[config.mk]
export PLATFORM = sky130hd
export DESIGN_NAME = prog_fetch_unit_flat
export DESIGN_NICKNAME = d
export VERILOG_FILES = /design/src/rtl/prog_fetch_unit_if.sv /design/src/rtl/prog_fetch_unit.sv /design/src/flat_wrapper.sv
export SDC_FILE = /design/constraint.sdc
export NUM_CORES = 1
export LEC_CHECK = 0
export ABC_AREA = 1
export ABC_CLOCK_PERIOD_IN_PS = 2000
export BUFFER_PORTS_ARGS = -buffer_cell sky130_fd_sc_hd__buf_2
export CAP_MARGIN = 0
export CORE_MARGIN = 4
export CORE_UTILIZATION = 60
export CTS_BUF_LIST = sky130_fd_sc_hd__clkbuf_8
export CTS_CLUSTER_DIAMETER = 60
export DETAILED_ROUTE_END_ITERATION = 16
export PLACE_DENSITY = 0.82
export RECOVER_POWER = 100
export REMOVE_ABC_BUFFERS = 1
export SYNTH_ARGS = -nofsm -noshare
export SYNTH_HDL_FRONTEND = slang
export SYNTH_SLANG_ARGS = --single-unit
[constraint.sdc]
create_clock -name clk -period 2 [get_ports clk]
set_input_delay 0.3 -clock clk [delete_from_list [all_inputs] [get_ports clk]]
set_output_delay 0.3 -clock clk [all_outputs]
set_load 0.005 [all_outputs]
[src/rtl/prog_fetch_unit_if.sv]
// Bus bundle for prog_fetch_unit: instruction output stream, branch request and program loader port.
// master = fetch unit side, slave = consumer/loader side.
interface prog_fetch_unit_if #(
  parameter int PC_W    = 3,
  parameter int INSTR_W = 8
);
  // Output stream: a word transfers on a clock edge where out_valid & out_ready.
  // out/out_valid never change while out_valid=1 and out_ready=0.
  // Branch: br_valid is held by the source until the cycle br_taken=1.
  logic [INSTR_W-1:0] out;
  logic               out_valid;
  logic               out_ready;
  logic               br_valid;
  logic               br_rel;
  logic [PC_W-1:0]    br_target;
  logic               br_taken;
  logic               prog_we;
  logic [PC_W-1:0]    prog_addr;
  logic [INSTR_W-1:0] prog_wdata;

  modport master (
    output out, out_valid, br_taken,
    input  out_ready, br_valid, br_rel, br_target, prog_we, prog_addr, prog_wdata
  );

  modport slave (
    input  out, out_valid, br_taken,
    output out_ready, br_valid, br_rel, br_target, prog_we, prog_addr, prog_wdata
  );
endinterface

[src/rtl/prog_fetch_unit.sv]
// Program counter plus instruction store; issues one registered word per advance over valid/ready,
// with stall, absolute/relative branch, halt/restart and optional PC wrap.
module prog_fetch_unit #(
  parameter int PC_W     = 3,
  parameter int INSTR_W  = 8,
  parameter int RESET_PC = 0,
  parameter bit WRAP     = 1'b1
) (
  input  logic            clk,
  input  logic            rst,
  input  logic            start,
  input  logic            halt_req,
  input  logic            stall,
  output logic [PC_W-1:0] pc,
  output logic            halted,
  output logic [1:0]      fsm_state,
  prog_fetch_unit_if.master bus
);

  localparam int DEPTH = 1 << PC_W;
  localparam logic [PC_W-1:0] PC_INIT = PC_W'(RESET_PC);
  localparam logic [PC_W-1:0] PC_LAST = PC_W'(DEPTH - 1);

  typedef enum logic [1:0] {
    S_IDLE = 2'd0,
    S_RUN  = 2'd1,
    S_HALT = 2'd2
  } state_t;

  state_t             state, state_n;
  logic [PC_W-1:0]    pc_r, pc_n;
  logic [INSTR_W-1:0] out_r, out_n;
  logic               valid_r, valid_n;
  logic               br_taken_c;
  logic               adv;
  logic [INSTR_W-1:0] mem [DEPTH];

  // Store is deliberately not reset; it is only writable while not running.
  always_ff @(posedge clk) begin
    if (bus.prog_we && (state != S_RUN)) begin
      mem[bus.prog_addr] <= bus.prog_wdata;
    end
  end

  always_ff @(posedge clk or negedge rst) begin
    if (!rst) begin
      state   <= S_IDLE;
      pc_r    <= PC_INIT;
      out_r   <= '0;
      valid_r <= 1'b0;
    end else begin
      state   <= state_n;
      pc_r    <= pc_n;
      out_r   <= out_n;
      valid_r <= valid_n;
    end
  end

  assign adv = (state == S_RUN) && !stall && !halt_req && (!valid_r || bus.out_ready);

  always_comb begin
    state_n    = state;
    pc_n       = pc_r;
    out_n      = out_r;
    valid_n    = valid_r;
    br_taken_c = 1'b0;
    case (state)
      S_IDLE: begin
        if (start) begin
          state_n = S_RUN;
          pc_n    = PC_INIT;
        end
      end
      S_RUN: begin
        if (adv) begin
          if (bus.br_valid) begin
            // A taken branch costs one bubble: nothing is issued this edge.
            br_taken_c = 1'b1;
            valid_n    = 1'b0;
            pc_n       = bus.br_rel ? (pc_r + bus.br_target) : bus.br_target;
          end else begin
            out_n   = mem[pc_r];
            valid_n = 1'b1;
            if (!WRAP && (pc_r == PC_LAST)) begin
              state_n = S_HALT;
            end else begin
              pc_n = pc_r + PC_W'(1);
            end
          end
        end else begin
          if (valid_r && bus.out_ready) valid_n = 1'b0;
          if (halt_req) state_n = S_HALT;
        end
      end
      S_HALT: begin
        // Pending word drains on its own; start resumes from the held pc.
        if (valid_r && bus.out_ready) valid_n = 1'b0;
        if (start) state_n = S_RUN;
      end
      default: state_n = S_IDLE;
    endcase
  end

  assign pc            = pc_r;
  assign halted        = (state == S_HALT);
  assign fsm_state     = state;
  assign bus.out       = out_r;
  assign bus.out_valid = valid_r;
  assign bus.br_taken  = br_taken_c;

endmodule

[src/flat_wrapper.sv]
// flat-port wrapper written by rule: the top's interface ports become plain ports
module prog_fetch_unit_flat 
#(
  parameter int PC_W     = 3,
  parameter int INSTR_W  = 8,
  parameter int RESET_PC = 0,
  parameter bit WRAP     = 1'b1
)
  (clk, rst, start, halt_req, stall, pc, halted, fsm_state, bus_out, bus_out_valid, bus_br_taken, bus_out_ready, bus_br_valid, bus_br_rel, bus_br_target, bus_prog_we, bus_prog_addr, bus_prog_wdata);
  prog_fetch_unit_if #(.PC_W(PC_W), .INSTR_W(INSTR_W)) bus_i ();
  input  logic clk;
  input  logic rst;
  input  logic start;
  input  logic halt_req;
  input  logic stall;
  output logic [PC_W-1:0] pc;
  output logic halted;
  output logic [1:0] fsm_state;
  output wire logic [$bits(bus_i.out)-1:0] bus_out;
  output wire logic [$bits(bus_i.out_valid)-1:0] bus_out_valid;
  output wire logic [$bits(bus_i.br_taken)-1:0] bus_br_taken;
  input wire logic [$bits(bus_i.out_ready)-1:0] bus_out_ready;
  input wire logic [$bits(bus_i.br_valid)-1:0] bus_br_valid;
  input wire logic [$bits(bus_i.br_rel)-1:0] bus_br_rel;
  input wire logic [$bits(bus_i.br_target)-1:0] bus_br_target;
  input wire logic [$bits(bus_i.prog_we)-1:0] bus_prog_we;
  input wire logic [$bits(bus_i.prog_addr)-1:0] bus_prog_addr;
  input wire logic [$bits(bus_i.prog_wdata)-1:0] bus_prog_wdata;
  assign bus_out = bus_i.out;
  assign bus_out_valid = bus_i.out_valid;
  assign bus_br_taken = bus_i.br_taken;
  assign bus_i.out_ready = bus_out_ready;
  assign bus_i.br_valid = bus_br_valid;
  assign bus_i.br_rel = bus_br_rel;
  assign bus_i.br_target = bus_br_target;
  assign bus_i.prog_we = bus_prog_we;
  assign bus_i.prog_addr = bus_prog_addr;
  assign bus_i.prog_wdata = bus_prog_wdata;
  prog_fetch_unit #(.PC_W(PC_W), .INSTR_W(INSTR_W), .RESET_PC(RESET_PC), .WRAP(WRAP)) u_core (.clk(clk), .rst(rst), .start(start), .halt_req(halt_req), .stall(stall), .pc(pc), .halted(halted), .fsm_state(fsm_state), .bus(bus_i));
endmodule
==> flow_metrics.env <==
export IMPL_leakagePower_uw=0.001743
export IMPL_setup_tns_ns=0
export IMPL_area_delta_synth_final_pct=13.13
export IMPL_crit_chain="ha_2 -> nor2_1 -> nand2_1 -> nor2_1 -> clkbuf_1"
export IMPL_grt_pass1_vias=2357
export IMPL_path_clk_slew_ns=0.08
export IMPL_hold_path_class="in2reg"
export IMPL_ys_types=26
export IMPL_grt_max_degree=38
export IMPL_ant_nets=0
export IMPL_end_kind="flip-flop"
export IMPL_startpoint_type="flip-flop"
export IMPL_syn_area_per_cell_sq_um=10.16
export IMPL_cp_arrival_ns=1.88
export IMPL_via_count=2525
export IMPL_dr_first_iter_drc_count=206
export IMPL_cts_root_buf="clkbuf_8"
export IMPL_drv_slew=0
export IMPL_die_x_um=84.86
export IMPL_cts_sinks=78
export IMPL_track_usage_pct=22.33
export IMPL_hpwlAfterDp_um=5252
export IMPL_first_pass_iters=5
export IMPL_synth_warnings=0
export IMPL_hold_viol=0
export IMPL_placed_area_sq_mm=0.003807
export IMPL_nets=429
export IMPL_worstPathRequired_ns=2.00
export IMPL_final_area_sq_mm=0.004010
export IMPL_hp_start="bus_out_ready"
export IMPL_netSwitchingFraction_pct=34.20
export IMPL_synth_seq_cells=78
export IMPL_power_density_mw_per_mm2=1255
export IMPL_antenna_found_initial=0
export IMPL_crit_slowest_cell="dfrtp_1"
export IMPL_async_flop_share_pct=17.95
export IMPL_die_area_sq_mm=0.007201
export IMPL_yosys_most_used_dff="edfxtp_1"
export IMPL_cts_tree="built"
export IMPL_mostFrequentLayoutCells="119 x nand2_1, 64 x edfxtp_1, 35 x nand3_1"
export IMPL_totalWireLength_um=7640
export IMPL_setup_viol=0
export IMPL_core_sq_mm=0.005608
export IMPL_syn_inst=349
export IMPL_start_util_pct=63.21
export IMPL_combPwrFrac_pct=30.5
export IMPL_startpoint="u_core.fsm_state[0]"
export IMPL_max_cap_violations=0
export IMPL_synth_yosys_seq_area_share_pct=64.10
export IMPL_htree_num_levels=3
export IMPL_finalNonFillerCells=475
export IMPL_cts_path_max_buffers=2
export IMPL_layout_cells_most_common="nand2_1"
export IMPL_slowest_delay_ns=0.45
export IMPL_boundaryPins=39
export IMPL_power_sequential_fraction_pct=41.3
export IMPL_wl_per_cell_um=16.08
export IMPL_vdd_ir_drop_worst_mv=0.8429
export IMPL_crit_type="reg2reg"
export IMPL_fin_util_pct=71.51
export IMPL_intPower_uw=3312
export IMPL_gp_congestion=0.9450
export IMPL_p_clk_share_pct=28.3
export IMPL_path_max_fanout=8
export IMPL_portBuffers=38
export IMPL_min_period_ns=1.882
export IMPL_layout_drive_gt1_share_pct=13.40
export IMPL_grt_pass1_wl_um=12020
export IMPL_numCtsBuffers=9
export IMPL_worstMarginPinSlew_ns=0.7787
export IMPL_min_period_over_period_pct=94.08
export IMPL_dpl_cell_count=457
export IMPL_skew_ns=0.008252
export IMPL_cp_common_cell="nor2_1"
export IMPL_nFillCells=409
export IMPL_clk_latency_ns=0.34
export IMPL_drcViolationCount=0
export IMPL_relSlewSlack_pct=48.08
export IMPL_antennaDiodeCount=0
export IMPL_num_rows=27
export IMPL_rsz0062_at_grt="no"
export IMPL_status="completed"
export IMPL_r2r_start="u_core.fsm_state[0]"
export IMPL_p_sw_uw=1722
export IMPL_grt_overflow=0
export IMPL_chipHeight_um=84.86
export IMPL_max_freq_ghz=0.5315
export IMPL_synth_edf_count=64
export IMPL_vias_per_cell=5.316
export IMPL_synth_area_sq_mm=0.003545
worst max-delay path, delay by kind of cell, from the launching register on:
kind / cells / cell delay [ns]
DFF: 1 / 0.45
and+or+nand+nor: 3 / 0.51
adders and majority gates: 1 / 0.24
buffers and inverters: 1 / 0.35
state kept, by name (all words and copies together), names as in the netlist:
register,cells
u_core.pc,3
u_core.mem,64
u_core.bus.out_valid,1
u_core.bus.out,8
u_core.fsm_state,2
per-stage QoR:
| stage | hold WS (ns) | total power, uW | worst slack [ns] |
|---|---|---|---|
| 4_1_cts | 0.2570 | 5072 | 0.02825 |
| 6_report | 0.2742 | 5033 | 0.1184 |
| 3_3_place_gp | 0.2155 | 3590 | 0.3759 |
| 5_1_grt | 0.2727 | 5339 | 0.01373 |
| 2_1_floorplan | 0.004409 | 3077 | -0.05968 |
| 3_5_place_dp | 0.2201 | 3641 | 0.2639 |
cell families (layout without fill, tap and decap cells):
logic type	Yosys count	in the layout	synth area share, %
DFF	78	78	64.10
buffers and inverters	50	104	6.848
AOI/OAI and AO/OA	19	19	2.753
and+or+nand+nor	194	194	23.26
adders and majority gates	8	8	3.036
Yosys cell counts (2+ instances only):
cell	n	area [sq um]
ha_1	7	87.58
edfxtp_1	64	1922
inv_2	2	7.510
dfrtp_1	14	350.3
nor2_1	33	123.9
o21ai_1	10	50.05
buf_6	4	45.04
a21oi_1	3	15.01
o21ai_0	5	25.02
buf_4	3	22.52
nand2_1	119	446.7
buf_2	5	25.02
nand3_1	35	175.2
inv_1	33	123.9
repair_timing:
action                                 4_1_cts  5_1_grt
setup endpoints to repair                    1        1
endpoints found under the hold margin       14        0
hold buffers                                 1        0
resized for setup                            1        1
setup buffers                                0        1
power by group through the flow:
stage / clock, uW / combinational [uW] / sequential [uW]
2_1_floorplan: 0 / 890 / 2190
3_3_place_gp: 0 / 1490 / 2100
3_5_place_dp: 0 / 1540 / 2100
4_1_cts: 1440 / 1560 / 2070
5_1_grt: 1510 / 1730 / 2090
6_report: 1420 / 1530 / 2080
metal layers:
| layer | wire [um] | track usage [%] |
|---|---|---|
| met1 | 3198 | 30.53 |
| met3 | 619 | 5.340 |
| met5 | 0 | 0 |
| met4 | 154 | 7.194 |
| met2 | 3667 | 35.59 |
layout make-up:
cell class	count	area [sq um]	share of cell area, %
Multi-Input combinational cell	221	1018	25.40
Clock inverter	6	108.9	2.714
Timing Repair Buffer	50	232.7	5.803
Tap cell	72	90.09	2.246
Sequential cell	78	2272	56.66
Inverter	38	150.1	3.744
Clock buffer	10	137.6	3.432
path summary, 6_finish.rpt:
check	cells after the start	slack, ns	endpoint
max in group asynchronous	2	0.97	u_core.bus.out[1]
worst max register to register	5	0.12	u_core.mem[6][4]
worst max-delay path	5	0.12	u_core.mem[6][4]
min in group asynchronous	2	0.54	u_core.fsm_state[1]
worst min-delay path	4	0.27	u_core.bus.out_valid
worst min register to register	2	0.48	u_core.bus.out[5]
Note: power is estimated with default switching activity, not from simulation.
